===== src/rtl/branch_perf_monitor.sv =====
// branch_perf_monitor
//   Performance-event monitor fed by the CPU's flush, branch-resolve and retire
//   strobes. It keeps four counters: cycles, retired instructions, resolved
//   branches and misprediction events. Each counter has a sticky overflow flag.
//   A counter is read with a one-cycle request/ack handshake.
//
//   Optional build macro: PERF_SATURATE_EN
//     defined   - a counter holds at all-ones; its overflow flag sets on the
//                 first increment attempted at all-ones.
//     undefined - a counter wraps to zero; its overflow flag sets on the wrap.
module branch_perf_monitor #(
    parameter int unsigned CNT_W     = 32,
    parameter bit          CLR_START = 1'b1
) (
    input  logic             clk,
    input  logic             rst_BF_n,
    input  logic             start_i,
    input  logic             halt_i,
    input  logic             clear_i,
    input  logic             retire_i,
    input  logic             branch_i,
    input  logic             flush_i,
    input  logic             rd_req_i,
    input  logic [1:0]       rd_sel_i,
    output logic             rd_ack_o,
    output logic [CNT_W-1:0] rd_data_o,
    output logic [3:0]       ovf_o,
    output logic [1:0]       state_o
);

    typedef enum logic [1:0] {
        ST_IDLE   = 2'd0,
        ST_RUN    = 2'd1,
        ST_FROZEN = 2'd2
    } state_t;

    // Counter slots; the index matches rd_sel_i and the ovf_o bit position
    localparam int unsigned IDX_CYC = 0;
    localparam int unsigned IDX_RET = 1;
    localparam int unsigned IDX_BR  = 2;
    localparam int unsigned IDX_MIS = 3;

    localparam logic [CNT_W-1:0] CNT_ONE = {{(CNT_W-1){1'b0}}, 1'b1};
    localparam logic [CNT_W-1:0] CNT_MAX = '1;

    state_t                  state_q, state_d;
    logic [3:0][CNT_W-1:0]   cnt_q, cnt_d;
    logic [3:0]              ovf_q, ovf_d;
    logic [3:0]              inc;
    logic                    flush_q;
    logic                    flush_rise;
    logic                    count_en;
    logic                    start_taken;
    logic                    zero_all;

    // Control state register
    always_ff @(posedge clk or negedge rst_BF_n) begin
        if (!rst_BF_n) begin
            state_q <= ST_IDLE;
        end else begin
            state_q <= state_d;
        end
    end

    // Next-state logic: start leaves IDLE/FROZEN, halt only acts in RUN
    always_comb begin
        state_d = state_q;
        case (state_q)
            ST_IDLE: begin
                if (start_i) begin
                    state_d = ST_RUN;
                end
            end
            ST_RUN: begin
                if (halt_i) begin
                    state_d = ST_FROZEN;
                end
            end
            ST_FROZEN: begin
                if (start_i) begin
                    state_d = ST_RUN;
                end
            end
            default: begin
                state_d = ST_IDLE;
            end
        endcase
    end

    // Counting is enabled for every RUN cycle, including the one where halt is taken
    assign count_en    = (state_q == ST_RUN);
    assign start_taken = start_i && (state_q != ST_RUN);
    assign zero_all    = clear_i || (CLR_START && start_taken);

    // A held flush is one misprediction; the previous level is tracked in all states
    assign flush_rise  = flush_i & ~flush_q;

    assign inc[IDX_CYC] = count_en;
    assign inc[IDX_RET] = count_en & retire_i;
    assign inc[IDX_BR]  = count_en & branch_i;
    assign inc[IDX_MIS] = count_en & flush_rise;

    // Previous flush level for edge detection
    always_ff @(posedge clk or negedge rst_BF_n) begin
        if (!rst_BF_n) begin
            flush_q <= 1'b0;
        end else begin
            flush_q <= flush_i;
        end
    end

    // Counter and overflow update; zeroing wins over any increment in the same cycle
    always_comb begin
        cnt_d = cnt_q;
        ovf_d = ovf_q;
        for (int unsigned i = 0; i < 4; i++) begin
            if (zero_all) begin
                cnt_d[i] = '0;
                ovf_d[i] = 1'b0;
            end else if (inc[i]) begin
                if (cnt_q[i] == CNT_MAX) begin
                    ovf_d[i] = 1'b1;
`ifdef PERF_SATURATE_EN
                    cnt_d[i] = CNT_MAX;
`else
                    cnt_d[i] = '0;
`endif
                end else begin
                    cnt_d[i] = cnt_q[i] + CNT_ONE;
                end
            end
        end
    end

    // Counter and overflow registers
    always_ff @(posedge clk or negedge rst_BF_n) begin
        if (!rst_BF_n) begin
            cnt_q <= '0;
            ovf_q <= '0;
        end else begin
            cnt_q <= cnt_d;
            ovf_q <= ovf_d;
        end
    end

    // Read port: returns the value held before this edge's update, ack one cycle later
    always_ff @(posedge clk or negedge rst_BF_n) begin
        if (!rst_BF_n) begin
            rd_ack_o  <= 1'b0;
            rd_data_o <= '0;
        end else begin
            rd_ack_o <= rd_req_i;
            if (rd_req_i) begin
                rd_data_o <= cnt_q[rd_sel_i];
            end
        end
    end

    assign ovf_o   = ovf_q;
    assign state_o = state_q;

endmodule


===== config.mk =====
export PLATFORM = sky130hd
export DESIGN_NAME = branch_perf_monitor
export DESIGN_NICKNAME = d
export VERILOG_FILES = /design/src/rtl/branch_perf_monitor.sv
export SDC_FILE = /design/constraint.sdc
export NUM_CORES = 1
export LEC_CHECK = 0
export ABC_CLOCK_PERIOD_IN_PS = 3100
export CORE_MARGIN = 5
export CORE_UTILIZATION = 32
export CTS_BUF_LIST = sky130_fd_sc_hd__clkbuf_8
export DETAILED_ROUTE_END_ITERATION = 12
export PLACE_DENSITY = 0.46
export REMOVE_ABC_BUFFERS = 1
export SYNTH_ARGS = -nofsm -noshare
export SYNTH_HDL_FRONTEND = slang
export SYNTH_SLANG_ARGS = --single-unit

===== constraint.sdc =====
create_clock -name clk -period 3.1 [get_ports clk]
set_clock_uncertainty 0.1 [all_clocks]
set_input_delay 0.62 -clock clk [delete_from_list [all_inputs] [get_ports clk]]
set_output_delay 0.62 -clock clk [all_outputs]
set_load 0.02 [all_outputs]

==> flow_summary.json, run 1 <==
{
  "synth_area_per_cell_sq_um": 10.4,
  "ir_drop_uv": 237,
  "fin_hold_ws_ps": 28.9,
  "p_leak_nw": 4.20,
  "critPathArrivalTime_ps": 2970,
  "worstReg2RegStart": "cnt_q[16]$_DFFE_PN0P_",
  "netlist_instances": 868,
  "holdCritPathClass": "in2async",
  "finalInstanceArea_sq_mm": 0.0106,
  "numCtsBuffers": 17,
  "syn_area_sq_mm": 0.00903,
  "dieArea_sq_mm": 0.0317,
  "finalCritPeriodShare_pct": 88.2,
  "placed_cell_area_sq_mm": 0.0102,
  "crit_slowest_cell": "a21boi_2",
  "final_nets": 949,
  "rr_worst_depth": 6,
  "dr.first_iter.drc_count": 453,
  "path_clk_slew_ps": 90,
  "post_drt_wl_per_cell_microns": 19.6,
  "rsz0062_at_grt": "false",
  "synth-edff-count": 0,
  "max_freq_ghz": 0.366,
  "port-buffer-count": 49,
  "clock-root-buffer": "clkbuf_8",
  "async_flop_share_pct": 100,
  "clock_latency_ps": 460,
  "initial_utilization_pct": 32.4,
  "die_h_microns": 178,
  "mostFrequentLayoutCells": "dfrtp_1, nor2_1, nand4_1",
  "run_status": "completed",
  "finalCriticalPeriod_ps": 2740,
  "cts_resized": 0,
  "htree_levels": 4,
  "grt_pass1_vias": 6988,
  "track_usage_pct": 17.0,
  "drc_errors": 0,
  "ant_nets": 0,
  "finalHoldViolations": 0,
  "die_w_microns": 178,
  "dp_hpwl_mm": 18.9,
  "gr-total-overflow": 0,
  "cp_cell_sequence": "nand3_1, nor4_4, nand4_1, a21boi_2, buf_4, nor2_1",
  "wl_mm": 26.0,
  "slew_viol_final": 0,
  "critPathMaxStageDelay_ps": 860,
  "rows": 61,
  "synth_seq_cells": 168,
  "r2r_slack_ps": 360,
  "r2r_end": "cnt_q[13]$_DFFE_PN0P_",
  "cp_max_fo": 21,
  "coreArea_sq_mm": 0.0279,
  "io_pins": 50,
  "synthTopCellsByArea": "dfrtp_1, mux4_2, xnor2_1",
  "cts_tree": "yes",
  "yosys.area.top_type": "dfrtp_1",
  "yosys_warnings": 0,
  "ys_seq_area_share_pct": 46.5,
  "fin_cells": 1325,
  "area_growth_pct": 17.6,
  "grt_pass1_wl_mm": 41.6,
  "gp_congestion": 0.857,
  "grt_max_degree": 66,
  "cts-hold-fix-buffers": 0,
  "synth_cell_types": 55,
  "drive_gt1_share_pct": 16.4,
  "endpoint_kind": "flop",
  "cts_sinks": 168,
  "p_per_area_mw_per_mm2": 417,
  "synthFlopType": "dfrtp_1",
  "max-cap-violations": 0,
  "clockBufferDepth": 2,
  "dr.pass1.iters": 5,
  "crit_required_ps": 3340,
  "path_class": "reg2reg",
  "via_per_inst": 5.24,
  "yosysTopAreaCellShare_pct": 46.5,
  "setup_viol": 0,
  "max_slew_margin_pct": 27.8,
  "cts_setup_buffers": 0,
  "vias": 6944,
  "final_common_cell": "dfrtp_1",
  "crit_end": "cnt_q[13]$_DFFE_PN0P_",
  "antenna_found_initial": 1,
  "startpoint_type": "flop",
  "tightest_slew_ps": 1080,
  "critPathLaunch": "cnt_q[16]$_DFFE_PN0P_",
  "place_inst": 1293
}
cells in the mapped netlist, types with 3 or more instances:
cell      number
a211oi_1       3
a21oi_1       27
and2_1         9
and3_1        16
and4_1        10
buf_1          6
buf_2          6
clkbuf_1      26
dfrtp_1      168
ha_1           4
inv_1         16
mux2_2        32
mux4_2        32
nand2_1       54
nand2b_1       4
nand3_1       38
nand3b_1       3
nand4_1       55
nor2_1       120
nor3_1        22
nor4_1        21
nor4b_1        5
o211ai_1       3
o21a_1         3
o21ai_0       21
o31ai_1        5
or2_2          3
or3_1         16
or4_1         10
xnor2_1       54
xor2_1        42
sequential cells by signal, indices dropped and copies added (netlist names):
register,cells
rd_data_o,32
state_o,2
flush_q,1
cnt_q,128
ovf_o,4
rd_ack_o,1
worst max-delay path: cells and delay by family, from the launching register on:
family / cells / cell delay, ps
compound gates: 1 / 860
simple gates: 4 / 890
flops: 1 / 440
buf+inv: 1 / 330
power breakdown:
| part | total (mW) | internal (mW) | switching [mW] |
|---|---|---|---|
| logic | 0.459 | 0.155 | 0.304 |
| clock network | 1.73 | 0.896 | 0.831 |
| registers | 2.24 | 2.21 | 0.0298 |
| total | 4.43 | 3.26 | 1.17 |
per-stage QoR:
step,TNS (ps),util [%],setup WS [ps],power (mW)
final,0,38.1,365,4.43
after global routing,0,38.1,133,4.63
after CTS,0,38.1,306,4.48
after detailed placement,0,36.6,81.1,2.75
after global placement,0,36.6,145,2.75
after floorplan,-7610,-,-255,2.47
worst min path at each step:
stage	start	end	slack (ps)	cells past startpoint
after floorplan	rst_BF_n	cnt_q[0]$_DFFE_PN0P_	220	0
after global placement	ovf_o[0]$_DFFE_PN0P_	ovf_o[0]$_DFFE_PN0P_	380	1
after detailed placement	ovf_o[0]$_DFFE_PN0P_	ovf_o[0]$_DFFE_PN0P_	380	1
after CTS	rst_BF_n	rd_data_o[27]$_DFFE_PN0P_	30	1
after global routing	rst_BF_n	rd_data_o[25]$_DFFE_PN0P_	30	1
final	rst_BF_n	cnt_q[85]$_DFFE_PN0P_	30	1
logic make-up (layout without fill, tap and decap cells):
| group | count (synthesis) | count (layout) | share of synthesized area [%] |
|---|---|---|---|
| simple gates | 401 | 401 | 23.5 |
| flops | 168 | 168 | 46.5 |
| xor+xnor | 96 | 96 | 9.31 |
| compound gates | 77 | 77 | 5.36 |
| mux | 64 | 64 | 12.0 |
| buf+inv | 58 | 136 | 2.74 |
| fa+ha+maj | 4 | 4 | 0.554 |
| other cells | 0 | 1 | 0 |
routing by layer:
layer	track usage, %	vias to the layer above	routed length [microns]
met5	0	-	0
met1	25.5	3542	13000
li1	-	3274	-
met2	26.0	118	11800
met4	2.67	0	178
met3	3.54	10	980
cell type report:
type                    instances  area, sq um
well taps                     378          473
inverters                      16         60.1
fillers                      2727        17200
clock buffers                  22          303
multi-input cells             642         4600
flip-flops and latches        168         4200
clock inverters                 9          124
diodes                          1         2.50
repair buffers                 89          857
(Power assumes the default switching activity.)
==> inputs of run 2 (changes only) <==
--- a/config.mk
+++ b/config.mk
@@ -7,10 +7,10 @@
 export LEC_CHECK = 0
 export ABC_CLOCK_PERIOD_IN_PS = 3100
 export CORE_MARGIN = 5
-export CORE_UTILIZATION = 32
+export CORE_UTILIZATION = 50
 export CTS_BUF_LIST = sky130_fd_sc_hd__clkbuf_8
 export DETAILED_ROUTE_END_ITERATION = 12
-export PLACE_DENSITY = 0.46
+export PLACE_DENSITY = 0.67
 export REMOVE_ABC_BUFFERS = 1
 export SYNTH_ARGS = -nofsm -noshare
 export SYNTH_HDL_FRONTEND = slang
==> run 2 against run 1 <==
  * Non-clock buffer count unchanged
  * First-iteration DRC count up 49%
  * Clock power down 5%
  * Total power down 2.5%
  * Sequential power about the same
  * Flip-flop and latch count unchanged
==> flow_summary.json, run 2 (synthesis results as in run 1) <==
{
  "comb_power_share_pct": 10.0,
  "clockBufferDepth": 2,
  "holdCritPathClass": "reg2reg",
  "grt_pass1_vias": 6821,
  "p_int_mw": 3.16,
  "clock_latency_ps": 480,
  "startpoint_type": "flop",
  "grt_max_degree": 54,
  "clock-root-buffer": "clkbuf_8",
  "largest_reg_flops": 128,
  "die_h_microns": 144,
  "endpoint_kind": "flop",
  "coreArea_sq_mm": 0.0179,
  "htree_levels": 4,
  "grt_util_met2_pct": 34.8,
  "grt_pass1_wl_mm": 37.7,
  "whs_path_depth": 1,
  "run_status": "completed",
  "max-cap-violations": 0,
  "switching_share_pct": 26.8,
  "ir_drop_uv": 423,
  "cts_tree": "yes",
  "vias": 7098,
  "switchingPower_mw": 1.16,
  "grt_use_met1_pct": 35.6,
  "top_register": "cnt_q",
  "gr-total-overflow": 0,
  "max_freq_ghz": 0.356,
  "setup_viol": 0,
  "finalHoldViolations": 0,
  "path_class": "reg2reg",
  "dr.pass1.iters": 5,
  "rows": 49,
  "die_w_microns": 144,
  "n_antenna_cell": 0,
  "crit_required_ps": 3360,
  "path_clk_slew_ps": 90,
  "antenna_found_initial": 1,
  "finalCritPeriodShare_pct": 90.6,
  "numCtsBuffers": 17,
  "fin_tns_setup_ps": 0,
  "ant_nets": 0,
  "finalCriticalPeriod_ps": 2810,
  "fin_cells": 1174,
  "final_util_pct": 57.9,
  "p_per_area_mw_per_mm2": 416,
  "dp_hpwl_mm": 17.0,
  "drive_gt1_share_pct": 16.5,
  "tightest_slew_ps": 886,
  "track_usage_pct": 23.5,
  "rsz0062_at_grt": "false",
  "critPathArrivalTime_ps": 3070,
  "fin_hold_ws_ps": 403,
  "mostFrequentLayoutCells": "dfrtp_1, nor2_1, nand4_1",
  "wl_mm": 23.4,
  "port-buffer-count": 49,
  "cts_sinks": 168,
  "clkPwrFrac_pct": 37.9,
  "grtUsageMet3_pct": 5.16,
  "gp_congestion": 0.881,
  "io_pins": 50,
  "slew_viol_final": 0,
  "rr_worst_depth": 6,
  "final_common_cell": "dfrtp_1",
  "cp_max_fo": 13,
  "max_slew_margin_pct": 40.9,
  "dr.first_iter.drc_count": 675,
  "place_inst": 1143,
  "initial_utilization_pct": 50.5,
  "dieArea_sq_mm": 0.0209,
  "busiest_layer": "met1",
  "p_leak_nw": 4.15,
  "drc_errors": 0,
  "area_growth_pct": 14.8,
  "via_per_inst": 6.05,
  "post_drt_wl_per_cell_microns": 19.9,
  "final_nets": 949,
  "seqPwrFrac_pct": 52.0
}
-- run 2: through the flow --
| stage | setup WS [ps] | power [mW] | area (sq um) |
|---|---|---|---|
| after global routing | 162 | 4.48 | 10400 |
| after CTS | 291 | 4.35 | 10400 |
| after global placement | 208 | 2.72 | 9960 |
| after floorplan | -255 | 2.47 | 8850 |
| final | 291 | 4.32 | 10400 |
| after detailed placement | 175 | 2.73 | 9960 |
-- run 2: power groups by stage --
| stage | logic [mW] | clock network [mW] | registers, mW |
|---|---|---|---|
| 2_1_floorplan | 0.181 | 0 | 2.29 |
| 6_report | 0.434 | 1.64 | 2.25 |
| 5_1_grt | 0.473 | 1.76 | 2.25 |
| 3_5_place_dp | 0.436 | 0 | 2.29 |
| 3_3_place_gp | 0.434 | 0 | 2.29 |
| 4_1_cts | 0.438 | 1.67 | 2.25 |
-- run 2: layer usage --
metal / up-vias / share of wire [%] / wire [microns]
met3: 29 / 6.7 / 1560
met1: 3556 / 47 / 10900
met4: 2 / 1.3 / 299
met5: - / 0.056 / 13
met2: 232 / 45 / 10600
li1: 3279 / - / -
-- run 2: area by class of cell --
cell class,count,area (sq um)
fillers,1577,7530
multi-input cells,642,4600
flip-flops and latches,168,4200
repair buffers,89,822
well taps,229,287
clock buffers,18,248
clock inverters,12,153
inverters,16,60.1
-- run 2: worst paths after layout --
check	startpoint	end	slack, ps
min in group asynchronous	rst_BF_n	cnt_q[102]$_DFFE_PN0P_	530
max	cnt_q[118]$_DFFE_PN0P_	cnt_q[109]$_DFFE_PN0P_	290
min reg2reg	ovf_o[3]$_DFFE_PN0P_	ovf_o[3]$_DFFE_PN0P_	400
max in group asynchronous	rst_BF_n	cnt_q[69]$_DFFE_PN0P_	1660
min	ovf_o[3]$_DFFE_PN0P_	ovf_o[3]$_DFFE_PN0P_	400
max reg2reg	cnt_q[118]$_DFFE_PN0P_	cnt_q[109]$_DFFE_PN0P_	290
-- run 2: worst max-delay path, cell delays in order, from the launching register on --
cell and delay, ps:
dfrtp_1 450, nand4_2 220, or4_1 590, or4_4 470, o21ai_2 510, buf_4 290
nor2_1 70
-- run 2: repair_timing --
action,4_1_cts,5_1_grt
setup endpoints to repair,0,0
gates resized for setup,0,0
setup buffers,0,0
hold buffers,1,0
endpoints found under the hold margin,42,0
==> inputs of run 3 (changes only) <==
--- a/config.mk
+++ b/config.mk
@@ -6,9 +6,10 @@
 export NUM_CORES = 1
 export LEC_CHECK = 0
 export ABC_CLOCK_PERIOD_IN_PS = 3100
+export CAP_MARGIN = 10
 export CORE_MARGIN = 5
 export CORE_UTILIZATION = 50
-export CTS_BUF_LIST = sky130_fd_sc_hd__clkbuf_8
+export CTS_BUF_LIST = sky130_fd_sc_hd__clkbuf_16
 export DETAILED_ROUTE_END_ITERATION = 12
 export PLACE_DENSITY = 0.67
 export REMOVE_ABC_BUFFERS = 1
==> run 3 against run 2 <==
  * Die area did not move
  * Final area rose by 1.7%
  * Global-route usage up 0.19 points
  * Total power up 12%
  * Wire length rose by 0.89%
  * Non-clock buffer count fell by 1
  * Register-to-register slack about the same
  * Critical path depth is the same
  * Sequential share of layout area decreased by 0.66 points
  * Fmax fell by 0.23%
  * Flip-flop and latch count stayed put
  * Sequential power hardly changed
  * Critical endpoint is now cnt_q[104]$_DFFE_PN0P_
==> flow_summary.json, run 3 (synthesis results as in run 1) <==
{
  "grt_util_met2_pct": 35.1,
  "track_usage_pct": 23.7,
  "cp_max_fo": 13,
  "slew_viol_final": 0,
  "numCtsBuffers": 17,
  "top_register": "cnt_q",
  "ant_nets": 0,
  "largest_reg_flops": 128,
  "holdCritPathClass": "in2async",
  "p_per_area_mw_per_mm2": 457,
  "die_w_microns": 144,
  "finalHoldViolations": 0,
  "clockBufferDepth": 2,
  "via_per_inst": 6.05,
  "endpoint_kind": "flop",
  "finalCriticalPeriod_ps": 2820,
  "path_clk_slew_ps": 70,
  "place_inst": 1143,
  "cts_setup_buffers": 0,
  "max_freq_ghz": 0.355,
  "finalInstanceArea_sq_mm": 0.0105,
  "setup_viol": 0,
  "cts-hold-fix-buffers": 0,
  "io_pins": 50,
  "final_common_cell": "dfrtp_1",
  "cts_resized": 0,
  "dieArea_sq_mm": 0.0209,
  "wl_mm": 23.6,
  "tightest_slew_ps": 898,
  "critPathArrivalTime_ps": 3030,
  "fin_cells": 1173,
  "run_status": "completed",
  "htree_levels": 4,
  "ir_drop_uv": 443,
  "clock-root-buffer": "clkbuf_16",
  "p_leak_nw": 4.23,
  "area_growth_pct": 16.7,
  "placed_cell_area_sq_mm": 0.00996,
  "coreArea_sq_mm": 0.0179,
  "clock_latency_ps": 430,
  "mostFrequentLayoutCells": "dfrtp_1, nor2_1, nand4_1",
  "grt_pass1_wl_mm": 38.0,
  "gr-total-overflow": 0,
  "n_antenna_cell": 0,
  "dr.first_iter.drc_count": 583,
  "post_drt_wl_per_cell_microns": 20.1,
  "vias": 7097,
  "initial_utilization_pct": 50.5,
  "port-buffer-count": 49,
  "startpoint_type": "flop",
  "rsz0062_at_grt": "false",
  "grtUsageMet3_pct": 4.76,
  "antenna_found_initial": 0,
  "drc_errors": 0,
  "max_slew_margin_pct": 40.1,
  "dp_hpwl_mm": 17.0,
  "final_nets": 948,
  "crit_required_ps": 3310,
  "cts_tree": "yes",
  "rows": 49,
  "path_class": "reg2reg",
  "drive_gt1_share_pct": 16.4,
  "fin_tns_setup_ps": 0,
  "busiest_layer": "met1",
  "grt_max_degree": 54,
  "gp_congestion": 0.881,
  "dr.pass1.iters": 6,
  "die_h_microns": 144,
  "finalCritPeriodShare_pct": 90.8,
  "max-cap-violations": 0,
  "grt_use_met1_pct": 35.6,
  "cts_sinks": 168,
  "grt_pass1_vias": 6889
}
[run 3: cell count changes in the layout (fill, tap and decap cells not counted), sizes merged]
cell         previous run  this run
clkbuf                 18        17
clkinv                  4         5
dlygate4sd3             1         0
[run 3: worst max-delay path, stage by stage, from the launching register on]
cell and delay (ps):
dfrtp_1 440, nand4_2 230, or4_1 590, or4_4 470
o21ai_2 510, buf_4 290, nor2_1 70
[run 3: final cells by class]
type / instances / area [sq um]
multi-input combinational: 642 / 4600
fill: 1555 / 7360
inverter: 16 / 60.1
clock inverter: 13 / 156
tap: 229 / 287
sequential: 168 / 4200
timing repair buffer: 88 / 812
clock buffer: 17 / 425
[run 3: final timing paths]
check / start / end / slack (ps) / cells after the start
worst max-delay path: cnt_q[118]$_DFFE_PN0P_ / cnt_q[104]$_DFFE_PN0P_ / 280 / 6
worst min-delay path: rst_BF_n / cnt_q[102]$_DFFE_PN0P_ / 10 / 1
worst max register to register: cnt_q[118]$_DFFE_PN0P_ / cnt_q[104]$_DFFE_PN0P_ / 280 / 6
worst min register to register: ovf_o[3]$_DFFE_PN0P_ / ovf_o[3]$_DFFE_PN0P_ / 400 / 1
max in group asynchronous: rst_BF_n / ovf_o[2]$_DFFE_PN0P_ / 2170 / 2
min in group clk: ovf_o[3]$_DFFE_PN0P_ / ovf_o[3]$_DFFE_PN0P_ / 400 / 1
[run 3: power by group]
part | leakage, nW | total [mW] | internal [mW] | switching [mW]
registers | 2.34 | 2.25 | 2.21 | 0.0361
logic | 1.61 | 0.434 | 0.144 | 0.291
clock network | 0.274 | 2.13 | 1.25 | 0.879
[run 3: routing by layer]
metal | wire (microns) | share of wire, %
met1 | 11000 | 47
met2 | 10800 | 46
met3 | 1370 | 5.8
met4 | 424 | 1.8
met5 | 0 | 0
[run 3: through the flow]
| step | hold WS (ps) | setup slack, ps | util [%] | power, mW |
|---|---|---|---|---|
| CTS | 16.0 | 287 | 58.9 | 4.85 |
| global route | 32.9 | 169 | 58.9 | 4.99 |
| finish | 12.0 | 285 | 58.9 | 4.82 |
| floorplan | 224 | -255 | - | 2.47 |
| detailed placement | 388 | 175 | 55.7 | 2.73 |
| global placement | 382 | 208 | 55.7 | 2.72 |
==> edit: new RTL, config.mk and constraints of run 2 <==
The parameter `CLR_START` goes from 1'b1 to 1'b0.
--- a/src/rtl/branch_perf_monitor.sv
+++ b/src/rtl/branch_perf_monitor.sv
@@ -10,7 +10,7 @@
 //     undefined - a counter wraps to zero; its overflow flag sets on the wrap.
 module branch_perf_monitor #(
     parameter int unsigned CNT_W     = 32,
-    parameter bit          CLR_START = 1'b1
+    parameter bit          CLR_START = 1'b0
 ) (
     input  logic             clk,
     input  logic             rst_BF_n,
Function: no difference found for any inputs over 4 cycles, from zero or initial values and one cycle with rst_BF_n low; that may be too few to reach the edited logic, so the function may still have changed.
==> edit against run 2 <==
- cell area down 2.2%
- cell count down 2.4%
- combinational power decreased by 27%
- sequential cell count unchanged
- synthesized area shrank 0.93%
- die area decreased by 0.86%
- worst setup slack improved by 200 ps
- via count fell by 1.9%
- wire length decreased by 0.31%
- largest power group unchanged
- total power decreased by 4.4%
==> edit: results (changes against run 2) <==
Seq/Total Area, Yosys 0.470 (+0.00436); fraction of layout instances using a drive strength above 1 0.138 (-0.0266); Metal-1 WL 10500 µm (-3.7%); worst-margin pin slew 878 ps (-8.49 ps); max cap viols 0 (unchanged); non-clk buf share 0.0692 (-0.0101); net load switching power 0.00104 W (-10%); Fin Hold WS 18.4 ps (-385 ps); Pleak 4.20 nW (+1.2%); r2r setup slk 490 ps (+200 ps); Comb power frac 0.076 (-0.024); vias 6966 (-1.9%); worst vdd ir 0.294 mV (-30%); Non-CTS buffers 75 (-16%); Final nets 922 (-2.8%); number of sequential cells 168 (unchanged); Non-CTS inverters 10 (-6); clk tree area frac 0.0369 (-0.00172); multi-input combinational area share 0.448 (+0.00409); CP arrival 2840 ps (-230 ps); WL met3 1490 µm (-4.2%); count of multi-input gates 635 (-1.1%); Top FF cell, synth dfrtp_1; reg-to-reg endpoint cnt_q[100]; slowest CP cell or4_4; Placement Cell Area 9770 µm² (-1.9%); placed cells 1117 (-2.3%); CTS root buffer clkbuf_8; post-synthesis cell type count 54 (-1.8%); DP Worst Slack 412 ps (+236 ps); Iteration-0 DRC Markers 643 (-4.7%); Yosys warning count 0 (unchanged); Vias/cell 6.08 (+0.54%); grt met3 use 0.0393 (-0.0123); GR Util met2 0.360 (+0.0111); initial antenna violation count 0 (-1); HP Class in2async; DR pass1 iterations 6 (+1); met1 capacity usage during global routing 0.355 (-0.00118); post-synthesis area per instance 10.5 µm² (+0.81%); status finished, final reports clean; maximum number of pins on one net before global-route repair 63 (+17%); vias in the first global route 6619 (-3.0%); GR Util All Layers 0.237 (+0.00217); highest routed layer met4; drt total wl 23300 µm (-0.31%); CTS max path bufs 2 (unchanged); commonest cells in the netlist 168 x dfrtp_1, 127 x nor2_1, 62 x xor2_1, 55 x nand2_1; first-pass GRT wire length 37500 µm (-0.42%); Int Power 0.00309 W (-2.2%); worst r2r src cnt_q[100]; Core Util, Final 0.571 (-0.00888); fmax 384 MHz (+7.7%); top cells by area, synth dfrtp_1 47%, mux4_2 7.8%, xor2_1 6.1%, nor2_1 5.3%, xnor2_1 4.3%; met2 WL 11000 µm (+3.5%); fillcell total 1551 (-1.6%); Clk Latency, worst-skew pair 460 ps (-20 ps); detailed placement HPWL 17200 µm (+0.88%); Final GP Congestion 0.908 (+3.1%); crit-path max FO 30 (+17)
[edit: cell types whose count changed after synthesis, moves of 6 or more]
cell       delta
inv_1         -6
or3_1         -6
o21ai_0      -10
nor2_1        +7
or4_1         -8
xor2_1       +20
xnor2_1      -10
a21oi_1       -8
nand3_1      +13
o2111ai_1     +6
[edit: logic make-up (layout without fill, tap and decap cells)]
group | count (synthesis) | count (layout) | share of synthesized area
flip-flops | 168 | 168 | 0.470
AND/OR/NAND/NOR | 398 | 398 | 0.227
adder cells (fa/ha/maj) | 4 | 4 | 0.00559
AO/OA/AOI/OAI | 61 | 61 | 0.0470
XOR/XNOR | 106 | 106 | 0.104
multiplexers | 66 | 66 | 0.124
buffers and inverters | 50 | 114 | 0.0239
[edit: worst register-to-register path: stages (launching register included)]
cell,delay (ps)
dfrtp_1,530
nand4_4,190
or4_4,600
or4_4,480
o21ai_4,130
buf_4,330
nor2_1,120
